### config.mk
export PLATFORM = sky130hd
export DESIGN_NAME = pcie_tx_rr_arbiter
export DESIGN_NICKNAME = d
export VERILOG_FILES = /design/src/rtl/pcie_nvme_pkg.sv /design/src/rtl/pcie_tx_rr_arbiter_rr_pick.sv /design/src/rtl/pcie_tx_rr_arbiter.sv
export SDC_FILE = /design/constraint.sdc
export NUM_CORES = 1
export LEC_CHECK = 0
export ABC_CLOCK_PERIOD_IN_PS = 3610
export CORE_AREA = 2 2 114 116
export CTS_CLUSTER_SIZE = 12
export DETAILED_ROUTE_END_ITERATION = 16
export DIE_AREA = 0 0 116 118
export DONT_BUFFER_PORTS = 1
export GPL_ROUTABILITY_DRIVEN = 0
export HOLD_SLACK_MARGIN = 0.06
export REMOVE_ABC_BUFFERS = 1
export SLEW_MARGIN = 15
export SYNTH_ARGS = -nofsm -noshare
export SYNTH_HDL_FRONTEND = slang
export SYNTH_SLANG_ARGS = --single-unit
### constraint.sdc
create_clock -name clk_clk -period 3.61 [get_ports clk_clk]
set_input_delay 0.361 -clock clk_clk [delete_from_list [all_inputs] [get_ports clk_clk]]
set_output_delay 0.361 -clock clk_clk [all_outputs]
set_load 0.01 [all_outputs]
### src/rtl/pcie_nvme_pkg.sv
// Shared definitions for the PCIe/NVMe datapath blocks of computer_system.
//   LTSSM_L0   : LTSSM encoding of the L0 (link up) state, used by the link_up synchroniser
//   TX_DATA_W  : Avalon-ST TX beat payload width carried by tx_beat_t
//   arb_state_t: TX arbiter FSM states
//   tx_beat_t  : one registered TX beat {sop, eop, data}
package pcie_nvme_pkg;

    localparam logic [4:0] LTSSM_L0  = 5'h0F;
    localparam int         TX_DATA_W = 64;

    typedef enum logic {
        ARB_IDLE,
        ARB_PKT
    } arb_state_t;

    typedef struct packed {
        logic                 sop;
        logic                 eop;
        logic [TX_DATA_W-1:0] data;
    } tx_beat_t;

endpackage

### src/rtl/pcie_tx_rr_arbiter_rr_pick.sv
// rr_pick: combinational round-robin priority selector.
//   valid  : per-requester request vector
//   rr_ptr : index with highest priority this round
//   idx    : first set index found scanning rr_ptr, rr_ptr+1, ... (mod N_REQ)
//   any    : 1 when at least one valid bit is set (idx is 0 otherwise)
module rr_pick #(
    parameter int N_REQ = 3
) (
    input  logic [N_REQ-1:0]         valid,
    input  logic [$clog2(N_REQ)-1:0] rr_ptr,
    output logic [$clog2(N_REQ)-1:0] idx,
    output logic                     any
);

    localparam int IW = $clog2(N_REQ);

    // cand[k] is the requester examined at priority rank k. rr_ptr < N_REQ
    // and k < N_REQ, so one conditional subtraction performs the modulo.
    logic [IW:0]   sum  [N_REQ];
    logic [IW-1:0] cand [N_REQ];

    generate
        for (genvar gi = 0; gi < N_REQ; gi++) begin : g_cand
            assign sum[gi]  = {1'b0, rr_ptr} + (IW+1)'(gi);
            assign cand[gi] = (sum[gi] >= (IW+1)'(N_REQ)) ?
                              IW'(sum[gi] - (IW+1)'(N_REQ)) : sum[gi][IW-1:0];
        end
    endgenerate

    // Walk from lowest to highest priority so the highest-priority hit wins.
    always_comb begin
        any = 1'b0;
        idx = '0;
        for (int i = N_REQ - 1; i >= 0; i--) begin
            if (valid[cand[i]]) begin
                any = 1'b1;
                idx = cand[i];
            end
        end
    end

endmodule

### src/rtl/pcie_tx_rr_arbiter.sv
// pcie_tx_rr_arbiter: shares the PCIe HIP Avalon-ST TX port among N_REQ TLP
// sources. Packets are arbitrated round-robin, the grant is held from SOP to
// EOP, and every forwarded beat passes through one output register.
//   clk_clk, reset_reset      : HIP application clock, synchronous active-high reset
//   link_up                   : grants are only issued while the link is in L0
//   req_valid/sop/eop/data    : per-requester Avalon-ST sources (data packed i*DATA_W)
//   req_ready                 : at most one bit set, for the granted requester
//   tx_st_valid/sop/eop/data  : registered HIP TX beat; tx_st_ready has readyLatency 0
//   grant_id                  : requester holding the current or last grant
//   busy                      : 1 while a packet is being forwarded
//   pkt_count                 : EOP beats delivered to the HIP (wraps)
//   err_framing, err_oversize : sticky error flags, cleared only by reset
// DATA_W is expected to equal TX_DATA_W, the payload width of tx_beat_t.
module pcie_tx_rr_arbiter
    import pcie_nvme_pkg::*;
#(
    parameter int N_REQ     = 3,
    parameter int DATA_W    = TX_DATA_W,
    parameter int MAX_BEATS = 64
) (
    input  logic                      clk_clk,
    input  logic                      reset_reset,
    input  logic                      link_up,
    input  logic [N_REQ-1:0]          req_valid,
    input  logic [N_REQ-1:0]          req_sop,
    input  logic [N_REQ-1:0]          req_eop,
    input  logic [N_REQ*DATA_W-1:0]   req_data,
    output logic [N_REQ-1:0]          req_ready,
    output logic                      tx_st_valid,
    output logic                      tx_st_sop,
    output logic                      tx_st_eop,
    output logic [DATA_W-1:0]         tx_st_data,
    input  logic                      tx_st_ready,
    output logic [$clog2(N_REQ)-1:0]  grant_id,
    output logic                      busy,
    output logic [15:0]               pkt_count,
    output logic                      err_framing,
    output logic                      err_oversize
);

    localparam int GW  = $clog2(N_REQ);
    localparam int BCW = $clog2(MAX_BEATS + 1);

    arb_state_t     state_reg, state_next;
    logic [GW-1:0]  grant_id_reg;
    logic [GW-1:0]  rr_ptr_reg;
    logic [BCW-1:0] beat_cnt_reg;
    logic [BCW-1:0] beat_cnt_inc;
    tx_beat_t       tx_beat_reg;
    logic           tx_valid_reg;
    logic [15:0]    pkt_count_reg;
    logic           err_framing_reg;
    logic           err_oversize_reg;

    logic [DATA_W-1:0] req_data_arr [N_REQ];
    logic [GW-1:0]     pick_idx;
    logic              pick_any;
    logic              start_grant;
    logic              out_free;
    logic              accept;
    logic              last_accept;
    logic              g_sop;
    logic              g_eop;

    generate
        for (genvar gi = 0; gi < N_REQ; gi++) begin : g_unpack
            assign req_data_arr[gi] = req_data[gi*DATA_W +: DATA_W];
        end
    endgenerate

    rr_pick #(
        .N_REQ (N_REQ)
    ) u_rr_pick (
        .valid  (req_valid),
        .rr_ptr (rr_ptr_reg),
        .idx    (pick_idx),
        .any    (pick_any)
    );

    // The output register can take a new beat when empty or draining this cycle.
    assign out_free    = ~tx_valid_reg | tx_st_ready;
    assign start_grant = (state_reg == ARB_IDLE) & link_up & pick_any;
    assign g_sop       = req_sop[grant_id_reg];
    assign g_eop       = req_eop[grant_id_reg];
    assign accept      = (state_reg == ARB_PKT) & req_valid[grant_id_reg] & out_free;
    assign last_accept = accept & g_eop;

    // Saturate so a runaway packet cannot wrap back into "first beat".
    assign beat_cnt_inc = (beat_cnt_reg == '1) ? beat_cnt_reg : beat_cnt_reg + 1'b1;

    // FSM: state register
    always_ff @(posedge clk_clk) begin
        if (reset_reset) begin
            state_reg <= ARB_IDLE;
        end else begin
            state_reg <= state_next;
        end
    end

    // FSM: next state. A dropped link_up does not end a packet early.
    always_comb begin
        state_next = state_reg;
        case (state_reg)
            ARB_IDLE: if (start_grant) state_next = ARB_PKT;
            ARB_PKT:  if (last_accept) state_next = ARB_IDLE;
            default:  state_next = ARB_IDLE;
        endcase
    end

    // FSM: outputs
    always_comb begin
        req_ready = '0;
        if (state_reg == ARB_PKT) begin
            req_ready[grant_id_reg] = out_free;
        end
    end

    // Grant bookkeeping, output register, counters and error flags.
    always_ff @(posedge clk_clk) begin
        if (reset_reset) begin
            grant_id_reg     <= '0;
            rr_ptr_reg       <= '0;
            beat_cnt_reg     <= '0;
            tx_valid_reg     <= 1'b0;
            tx_beat_reg      <= '0;
            pkt_count_reg    <= '0;
            err_framing_reg  <= 1'b0;
            err_oversize_reg <= 1'b0;
        end else begin
            if (start_grant) begin
                grant_id_reg <= pick_idx;
                beat_cnt_reg <= '0;
            end

            if (accept) begin
                tx_valid_reg     <= 1'b1;
                tx_beat_reg.sop  <= g_sop;
                tx_beat_reg.eop  <= g_eop;
                tx_beat_reg.data <= TX_DATA_W'(req_data_arr[grant_id_reg]);
                beat_cnt_reg     <= beat_cnt_inc;
                // First beat must carry SOP; no later beat may.
                if ((beat_cnt_reg == '0) ? ~g_sop : g_sop) begin
                    err_framing_reg <= 1'b1;
                end
                if (~g_eop && (beat_cnt_inc == BCW'(MAX_BEATS))) begin
                    err_oversize_reg <= 1'b1;
                end
            end else if (tx_st_ready) begin
                tx_valid_reg <= 1'b0;
            end

            if (last_accept) begin
                rr_ptr_reg <= (grant_id_reg == GW'(N_REQ - 1)) ? '0 : grant_id_reg + 1'b1;
            end

            // Count packets as they actually leave toward the HIP.
            if (tx_valid_reg & tx_st_ready & tx_beat_reg.eop) begin
                pkt_count_reg <= pkt_count_reg + 16'd1;
            end
        end
    end

    assign tx_st_valid  = tx_valid_reg;
    assign tx_st_sop    = tx_beat_reg.sop;
    assign tx_st_eop    = tx_beat_reg.eop;
    assign tx_st_data   = DATA_W'(tx_beat_reg.data);
    assign grant_id     = grant_id_reg;
    assign busy         = (state_reg == ARB_PKT);
    assign pkt_count    = pkt_count_reg;
    assign err_framing  = err_framing_reg;
    assign err_oversize = err_oversize_reg;

endmodule

# Word level (Yosys, flattened, before mapping)

Cells that the tools add are included.

$lt $le $gt $ge: 9
$mul: 0
Divide/modulo/power cells: 0
Shift-type cells: 0
Add/sub/neg operators: 8
Muxes and demuxes: 37
Reductions and logical operators: 7
Bitwise operators: 14
Equality and inequality tests: 3

Operators with widths:

| kind                  | count |
|---|---|
| $bmux 64 s2           | 1 |
| $mux 64               | 2 |
| $mux 7                | 3 |
| $add 16x1->16 const B | 1 |
| $mux 1                | 15 |
| $eq 7x7->1 const B    | 2 |
| $mux 2                | 7 |
| $bmux 1 s2            | 6 |
| $lt 2x3->1 const B    | 4 |
| $add 7x1->7 const B   | 1 |
| $and 1x1->1           | 7 |
| $logic_not 7->1       | 1 |
| $ge 3x2->1 const B    | 2 |
| $sub 2x2->2 const B   | 3 |
| $not 1->1             | 4 |
| $reduce_and 2->1      | 2 |
| $reduce_bool 2->1     | 2 |
| $add 2x1->3 const B   | 1 |
| $add 2x2->3 const B   | 1 |
| $and 3x3->3           | 1 |
| $ge 3x3->1 const B    | 1 |
| $mux 3                | 1 |
| $not 2->3             | 1 |
| $add 2x1->2 const B   | 1 |
| other kinds (7)       | 8 |

Bits of input ports: 205
Logic and storage cells: 89
Bits in registers: 97
Bits in read-only memories: 0
Memories: 0
Bits in latches: 0
Output and inout port bits: 91
Memory bits (writable): 0

# Logic depth before layout (Yosys ltp)

Gate-level depths: netlist of the first run.

Depth in word-level cells: 11
Mapped depth: 9
Mapped depth without buffers: 7

# By module

A second synthesis of the first run with hierarchy kept.

Cell total of the unflattened synthesis: 641
Area total of the unflattened synthesis: 5,248.8 um^2

By module, submodules not included:

| module             | area an instance (um^2) | cells an instance | times used | sequential area each (um^2) |
|---|---|---|---|---|
| pcie_tx_rr_arbiter | 5,026.1                 | 612               | 1          | 1,941.9 |
| rr_pick            | 222.7                   | 29                | 1          | 0.0 |

# Worst setup path before layout of the first run

No wires, ideal clock.

Path type: register -> output
Start: register grant_id_reg[1] (netlist: grant_id[1])
End: output req_ready[2]
Buffers on the path: 4
Setup slack: 1.762 ns
Data required time: 3.249 ns
Arrival: 1.487 ns
Cell stages (with the launch flop): 7
Path through: dfxtp_1 > buf_4 > nor2b_1 > buf_4 > buf_2 > buf_1 > and3_1

Longest elaborated chain between the ends: 6
Elaborated cells between the ends (all ways): 7
Those cells by class: 2 x order compare; 3 x mux; 1 x bitwise; 1 x reduce/logical

Ends and longest elaborated chain:

| element                                                               | RTL line                  | text |
|---|---|---|
| start: declaration                                                    | pcie_tx_rr_arbiter.sv:45  | `logic [GW-1:0] grant_id_reg;` |
| start signal: assignment                                              | pcie_tx_rr_arbiter.sv:131 | `grant_id_reg <= pick_idx;` |
| $lt 2x3->1 (implied by the code) / $ge 2x1->1 (equally long branches) | pcie_tx_rr_arbiter.sv:114 | `req_ready[grant_id_reg] = out_free;` |
| $logic_and 1x1->1 (implied by the code)                               | pcie_tx_rr_arbiter.sv:114 |  |
| $mux 1 (implied by the code)                                          | pcie_tx_rr_arbiter.sv:114 |  |
| $demux 1 s2 *                                                         | pcie_tx_rr_arbiter.sv:114 |  |
| $and 3x3->3 (no source line) *                                        | --                        |  |
| $mux 3 *                                                              | pcie_tx_rr_arbiter.sv:113 | `if (state_reg == ARB_PKT) begin` |
| end: declaration                                                      | pcie_tx_rr_arbiter.sv:28  | `output logic [N_REQ-1:0] req_ready,` |

Every way passes the cells marked *; elsewhere a longest branch is shown, timed or not.

# Worst setup path after layout of the first run

Start: register grant_id_reg[0] (netlist: grant_id[0])
End: register beat_cnt_reg[3]

Longest elaborated chain between the ends: 5
Elaborated cells between the ends (all ways): 6
Those cells by class: 3 x mux; 2 x bitwise; 1 x reduce/logical

Ends and longest elaborated chain:

| element                                            | RTL line                  | text |
|---|---|---|
| $bmux 1 s2 *                                       | pcie_tx_rr_arbiter.sv:85  | `assign accept = (state_reg == ARB_PKT) & req_valid[grant_id_reg] & out_free;` |
| $mux 1 (implied by the code) *                     | pcie_tx_rr_arbiter.sv:85  |  |
| $and 1x1->1 * (2 in a row)                         | pcie_tx_rr_arbiter.sv:85  |  |
| $mux 7 / $reduce_bool 2->1 (equally long branches) | --                        |  |
| end signal: assignment                             | pcie_tx_rr_arbiter.sv:140 | `beat_cnt_reg <= beat_cnt_inc;` |
| end: declaration                                   | pcie_tx_rr_arbiter.sv:47  | `logic [BCW-1:0] beat_cnt_reg;` |

Every way passes the cells marked *; elsewhere a longest branch is shown, timed or not. The select of a mux whose other input is x is not followed.
A chain may end at the register's enable or synchronous reset.

==> results by group, run 1 <==
CTS
  – Clk slew on worst S/H paths: 0.07 ns
  – Clock Latency Late Sink: 0.34 ns
  – Post-CTS Setup Inserts: 0
  – Clk buf depth: 2
  – TritonCTS clock tree: done
  – Post_cts resized: 0
  – Sink Count: 97
  – CTS root buffer: clkbuf_16
  – Hold-fix buffers, CTS: 0
  – H-tree Lvls: 3
  – CTS Buf Count: 9

STA
  – Unrepaired setup endpoints after global routing: no
  – Final period util: 0.723
  – Clock skew: about 0.0087 ns
  – Worst slew margin: 0.483
  – Actual slew at the worst max-slew pin: 0.776 ns
  – Max Slew Vio Count: 0
  – Final hold violations: 0
  – Post-route minimum period: 2.61 ns
  – Setup WS post-layout: 0.999 ns
  – # setup viols final: 0
  – F_max: between 0.3 and 0.4 GHz
  – WHS: 0.0864 ns

Logic synthesis
  – Dominant synthesized flop cell: dfxtp_1
  – Syn Std Cell Area: around 5200 um2
  – Unique masters post-synth: 46
  – Yosys warns: 0
  – Yosys top cell by area: dfxtp_1
  – Ys async rst share: 0
  – EDFF count, synth: 0
  – Post-Syn Instances: 647
  – Top cells by area, synth: dfxtp_1 (37%), mux2i_1 (13%), nor2_1 (11%)
  – Sequential element share of the synthesized area: 0.372
  – Mapped Avg Cell Area: about 8 um2
  – Yosys top cell area share: 0.372
  – Synthesized flop and latch total: 97

Critical path
  – Critical R2R Launch: grant_id[0]$_SDFFE_PP0P_
  – Startpoint Class: flip-flop
  – WP data required: slightly below 4 ns
  – Critical path class: reg2reg
  – Worst-path fanout max: 68
  – Worst setup path start: grant_id[0]$_SDFFE_PP0P_
  – Crit. End Element: flip-flop
  – Reg2reg path depth: 7
  – Reg2Reg Capture Point: beat_cnt_reg[3]$_SDFFE_PP0P_
  – Worst setup path end: beat_cnt_reg[3]$_SDFFE_PP0P_
  – FF-to-FF setup slack: between 0.9 and 1 ns
  – CP arrival: ~2.9 ns

Flow run
  – Max-cap violations: 0

Placed design
  – Setup WS pre-CTS: 0.929 ns
  – Number of buffers added on ports: 0
  – Post-detail-place hpwl: 10900 um

Routing
  – Post-route ant nets: 0
  – Via count: 4518
  – DRC Markers: 0
  – Wire per inst: ~19 um
  – Drt pass-1 iters: 5
  – DRT Wirelength: 15300 um
  – DR vias/cell: 5.76
  – DRT iter0 DRCs: between 150 and 200

Floorplan
  – I/O Pins: between 200 and 300
  – Row count: 41
  – Placeable core region: between 10000 and 15000 um2
  – Initial Util: 0.420
  – DIE WIDTH: 116 um
  – Die height: 118 um
  – Die area: ~14000 um2

Power
  – Comb power frac: 0.115
  – IR drop worst, VDD: 0.259 mV
  – Sw frac: 0.268
  – Lkg Pwr: about 0.0017 uW
  – Total chip power: approximately 2500 uW
  – Sw power: 669 uW
  – P_int: 1830 uW
  – Pwr dens: 452 nW/um2
  – Clock power share: 0.395
  – Reg power frac: 0.490

Finish
  – Area occupied by multi-input gates: ~3000 um2
  – Most common cell after layout, fill and taps aside: nor2_1
  – Area Growth Syn to Fin: 6.07%
  – Fillers: 1266
  – Max reg flops: 64
  – Ant diodes: 0
  – Most frequent cells in the layout: nor2_1 (153), dfxtp_1 (95), nor3_1 (75)
  – Nets: 818
  – Share of cells above drive strength 1: 0.0506
  – Seq. cell area: 1950 um2

GRT
  – Vias in the first global route: 4201
  – Overflow after GRT: 0
  – Initial antenna violation count: 0
  – GRT Overall Usage: 0.212
  – Largest net degree at the start of global routing: slightly below 100
  – Global-route wire length before repair: around 23000 um

Worst hold path
  – HP Class: in2reg

Run status
  – Outcome: complete, no violations
-- critical path: stages, from the launching register on --
cell and delay (ns):
dfxtp_4 0.54, nor2b_4 0.22, buf_4 0.58, a2bb2oi_1 0.26
nor2_4 0.14, buf_4 0.38, a21oi_1 0.11, a311oi_1 0.28
-- per-layer routing --
layer  GRT usage  vias up  part of all wire
li1            -     2213                 -
met1       0.240     2087              0.39
met2       0.379      201              0.52
met3      0.0649       17             0.083
met4      0.0618        0             0.014
met5           0        -                 0
-- cells by family after synthesis --
logic type,synth area share
buffers and inverters,0.0592
multiplexers,0.133
AND/OR/NAND/NOR,0.247
flip-flops,0.372
adder cells (fa/ha/maj),0.0139
XOR/XNOR,0.0269
AO/OA/AOI/OAI,0.148
-- cells in the mapped netlist (2+ instances only) --
master and count:
and3_1 6, or3_1 3, and4_1 2, buf_1 3
dfxtp_1 97, nand4_1 6, ha_1 5, nor2b_1 2
buf_4 8, o2bb2ai_1 2, buf_6 2, nand3_1 10
nand2b_1 2, buf_2 12, xor2_1 8, a31oi_1 3
clkbuf_1 30, mux2i_1 68, nor4_1 2, inv_1 10
o21ai_0 4, nand2_1 23, a21oi_1 15, a211oi_1 65
nor2_1 154, nor3_1 75, xnor2_1 8, a311oi_1 4
-- layout make-up --
type,instances,share of cell area
Clock inverter,4,0.00927
Clock buffer,12,0.0464
Sequential cell,97,0.352
Inverter,10,0.00678
Tap cell,172,0.0389
Multi-Input combinational cell,484,0.539
Timing Repair Buffer,6,0.00814
-- metrics by stage --
stage	TNS, ns	std cells	utilization	instance area (um2)
final	0	785	0.446	5530
after global routing	0	785	0.446	5530
after CTS	0	785	0.446	5530
after detailed placement	0	769	0.421	5230
after global placement	0	769	0.421	5230
after floorplan	-284.28	591	-	4940
-- worst min-delay path by stage --
stage	startpoint	to	slack, ns	cells past startpoint
after CTS	reset_reset	grant_id[0]$_SDFFE_PP0P_	0.07	1
after global routing	reset_reset	pkt_count[0]$_SDFFE_PP0P_	0.07	1
after floorplan	reset_reset	beat_cnt_reg[5]$_SDFFE_PP0P_	0.43	1
after global placement	reset_reset	grant_id[0]$_SDFFE_PP0P_	0.44	1
after detailed placement	reset_reset	pkt_count[0]$_SDFFE_PP0P_	0.44	1
final	reset_reset	pkt_count[0]$_SDFFE_PP0P_	0.09	1
-- power groups by stage --
stage | combinational [uW] | sequential, uW | clock (uW)
after CTS | 291 | 1230 | 1010
after global routing | 325 | 1230 | 1050
after detailed placement | 291 | 1250 | 0
after global placement | 280 | 1250 | 0
after floorplan | 237 | 1240 | 0
final | 289 | 1230 | 988
Note: power is estimated with default switching activity, not from simulation.
==> run 2, diff against run 1 <==
ABC_CLOCK_PERIOD_IN_PS = 2310   (was 3610)
CORE_AREA = 2 2 113 115   (was 2 2 114 116)
DIE_AREA = 0 0 115 117   (was 0 0 116 118)
clock period = 2.31 ns   (was 3.61 ns; I/O delays follow)
==> run 2 against run 1 <==
First-iteration DRC count grew 14%. Largest cell class unchanged. Combinational power rose by 83%. Critical endpoint is now beat_cnt_reg[4]$_SDFFE_PP0P_. Sequential power is 54% higher.
==> results by group, run 2 (synthesized netlist as in run 1, its figures left out) <==
Critical path
  – Crit. End Element: flip-flop
  – Worst Path Buf+Inv: 1
  – Critical path's top delay family: compound AO/OA/AOI/OAI gates
  – CP arrival: roughly 2.4 ns
  – CP max stage delay: about 0.37 ns
  – Highest-delay cell along the critical path: dfxtp_1
  – Critical path class: reg2reg
  – Worst-path fanout max: 7
  – Crit path cell chain: inv_1 -> ha_1 -> o32a_1 -> nor2_1 -> a211o_1 -> nand2_1 -> a311oi_1
  – WP data required: 2.56 ns
  – Startpoint Class: flip-flop

Finish
  – Most common cell after layout, fill and taps aside: nor2_1
  – Area Growth Syn to Fin: 8.54%
  – Max reg flops: between 60 and 70
  – Nets: about 830
  – Area occupied by multi-input gates: 2990 um2
  – Ant diodes: 0
  – Share of cells above drive strength 1: 0.0658
  – Fillers: 1216
  – Final Core Density: 0.460
  – Most frequent cells in the layout: nor2_1 (153), dfxtp_1 (95), nor3_1 (75)
  – Seq. cell area: roughly 2000 um2

Power
  – Pwr dens: 714 nW/um2
  – Total chip power: 4040 uW
  – Clock power share: 0.399
  – Sw frac: 0.265
  – IR drop worst, VDD: 0.371 mV
  – P_int: 2970 uW
  – Comb power frac: 0.131
  – Reg power frac: 0.470
  – Sw power: 1070 uW
  – Lkg Pwr: 0.00181 uW

Floorplan
  – Die area: around 13000 um2
  – Placeable core region: 12300 um2
  – I/O Pins: a little under 300
  – DIE WIDTH: about 120 um
  – Initial Util: 0.424
  – Die height: 117 um
  – Row count: just over 40

Worst hold path
  – HP Class: in2reg

STA
  – Actual slew at the worst max-slew pin: 0.644 ns
  – Unrepaired setup endpoints after global routing: no
  – # setup viols final: 0
  – Post-route minimum period: 2.11 ns
  – Max Slew Vio Count: 0
  – Worst slew margin: 0.571
  – Final period util: 0.913
  – Final hold violations: 0
  – Clock skew: around 0.0058 ns
  – F_max: 0.474 GHz
  – TNS Setup: 0 ns

CTS
  – Clock Latency Late Sink: 0.34 ns
  – CTS Buf Count: 9
  – Clk buf depth: 2
  – CTS root buffer: clkbuf_16
  – TritonCTS clock tree: done
  – H-tree Lvls: 3
  – Sink Count: 97
  – Clk slew on worst S/H paths: 0.07 ns

Routing
  – Wire per inst: 19.6 um
  – Post-route ant nets: 0
  – DRC Markers: 0
  – DR vias/cell: 5.93
  – Drt pass-1 iters: 4
  – DRT iter0 DRCs: 226
  – DRT Wirelength: 15100 um
  – Via count: 4581

GRT
  – Vias in the first global route: 4105
  – Largest net degree at the start of global routing: between 90 and 100
  – GRT Overall Usage: 0.209
  – Initial antenna violation count: 0
  – Overflow after GRT: 0
  – Global-route wire length before repair: between 20000 and 25000 um

Run status
  – Outcome: complete, no violations

Placed design
  – Number of buffers added on ports: 0
  – Post-detail-place hpwl: 11100 um

Flow run
  – Max-cap violations: 0
==> run 2: timing repair <==
action / CTS / global route
resized for setup: 0 / 1
setup buffers: 0 / 3
endpoints found under the setup margin: 0 / 1
endpoints found under the hold margin: 95 / 0
hold buffers: 2 / 0
==> run 2: worst paths after layout <==
check	startpoint	endpoint	slack [ns]	cells past startpoint
hold reg to reg	rr_ptr_reg[0]$_SDFFE_PP0N_	rr_ptr_reg[0]$_SDFFE_PP0N_	0.50	2
hold / removal	req_data[186]	tx_st_data[58]$_SDFFE_PP0P_	0.08	2
setup reg to reg	rr_ptr_reg[0]$_SDFFE_PP0N_	beat_cnt_reg[4]$_SDFFE_PP0P_	0.20	7
setup / recovery	rr_ptr_reg[0]$_SDFFE_PP0N_	beat_cnt_reg[4]$_SDFFE_PP0P_	0.20	7
==> run 2: layout make-up <==
class / instances / share of cell area
Sequential cell: 97 / 0.344
Timing Repair Buffer: 16 / 0.0318
Tap cell: 150 / 0.0331
Inverter: 10 / 0.00663
Multi-Input combinational cell: 484 / 0.528
Clock buffer: 11 / 0.0429
Clock inverter: 5 / 0.0139
==> run 2: metal layers <==
| metal | vias to the layer above | global-route usage | wire length (um) | part of all wire |
|---|---|---|---|---|
| li1 | 2231 | - | - | - |
| met1 | 2151 | 0.239 | 5800 | 0.38 |
| met2 | 181 | 0.376 | 7990 | 0.53 |
| met3 | 18 | 0.0572 | 1110 | 0.073 |
| met4 | 0 | 0.0747 | 240 | 0.016 |
| met5 | - | 0 | 0 | 0 |
==> run 2: worst reg2reg max path, stage by stage, from the launching register on <==
cell	delay [ns]
dfxtp_1	0.37
inv_1	0.06
ha_1	0.37
o32a_1	0.37
nor2_1	0.17
a211o_1	0.23
nand2_1	0.15
a311oi_1	0.29
==> run 2: power groups by stage <==
stage | clock (uW) | combinational [uW] | sequential (uW)
after floorplan | 0 | 371 | 1930
after global placement | 0 | 473 | 1940
after detailed placement | 0 | 490 | 1940
after CTS | 1650 | 523 | 1900
after global routing | 1730 | 598 | 1910
final | 1610 | 530 | 1900
==> run 2: stage by stage <==
stage	area, um2	cells	worst slack [ns]	hold slack, ns
2_1_floorplan	4940	591	-5.22	0.299
3_3_place_gp	5270	752	0.404	0.308
3_5_place_dp	5270	752	0.203	0.315
4_1_cts	5630	770	0.182	0.0724
5_1_grt	5660	773	0.0449	0.0775
6_report	5660	773	0.201	0.0823
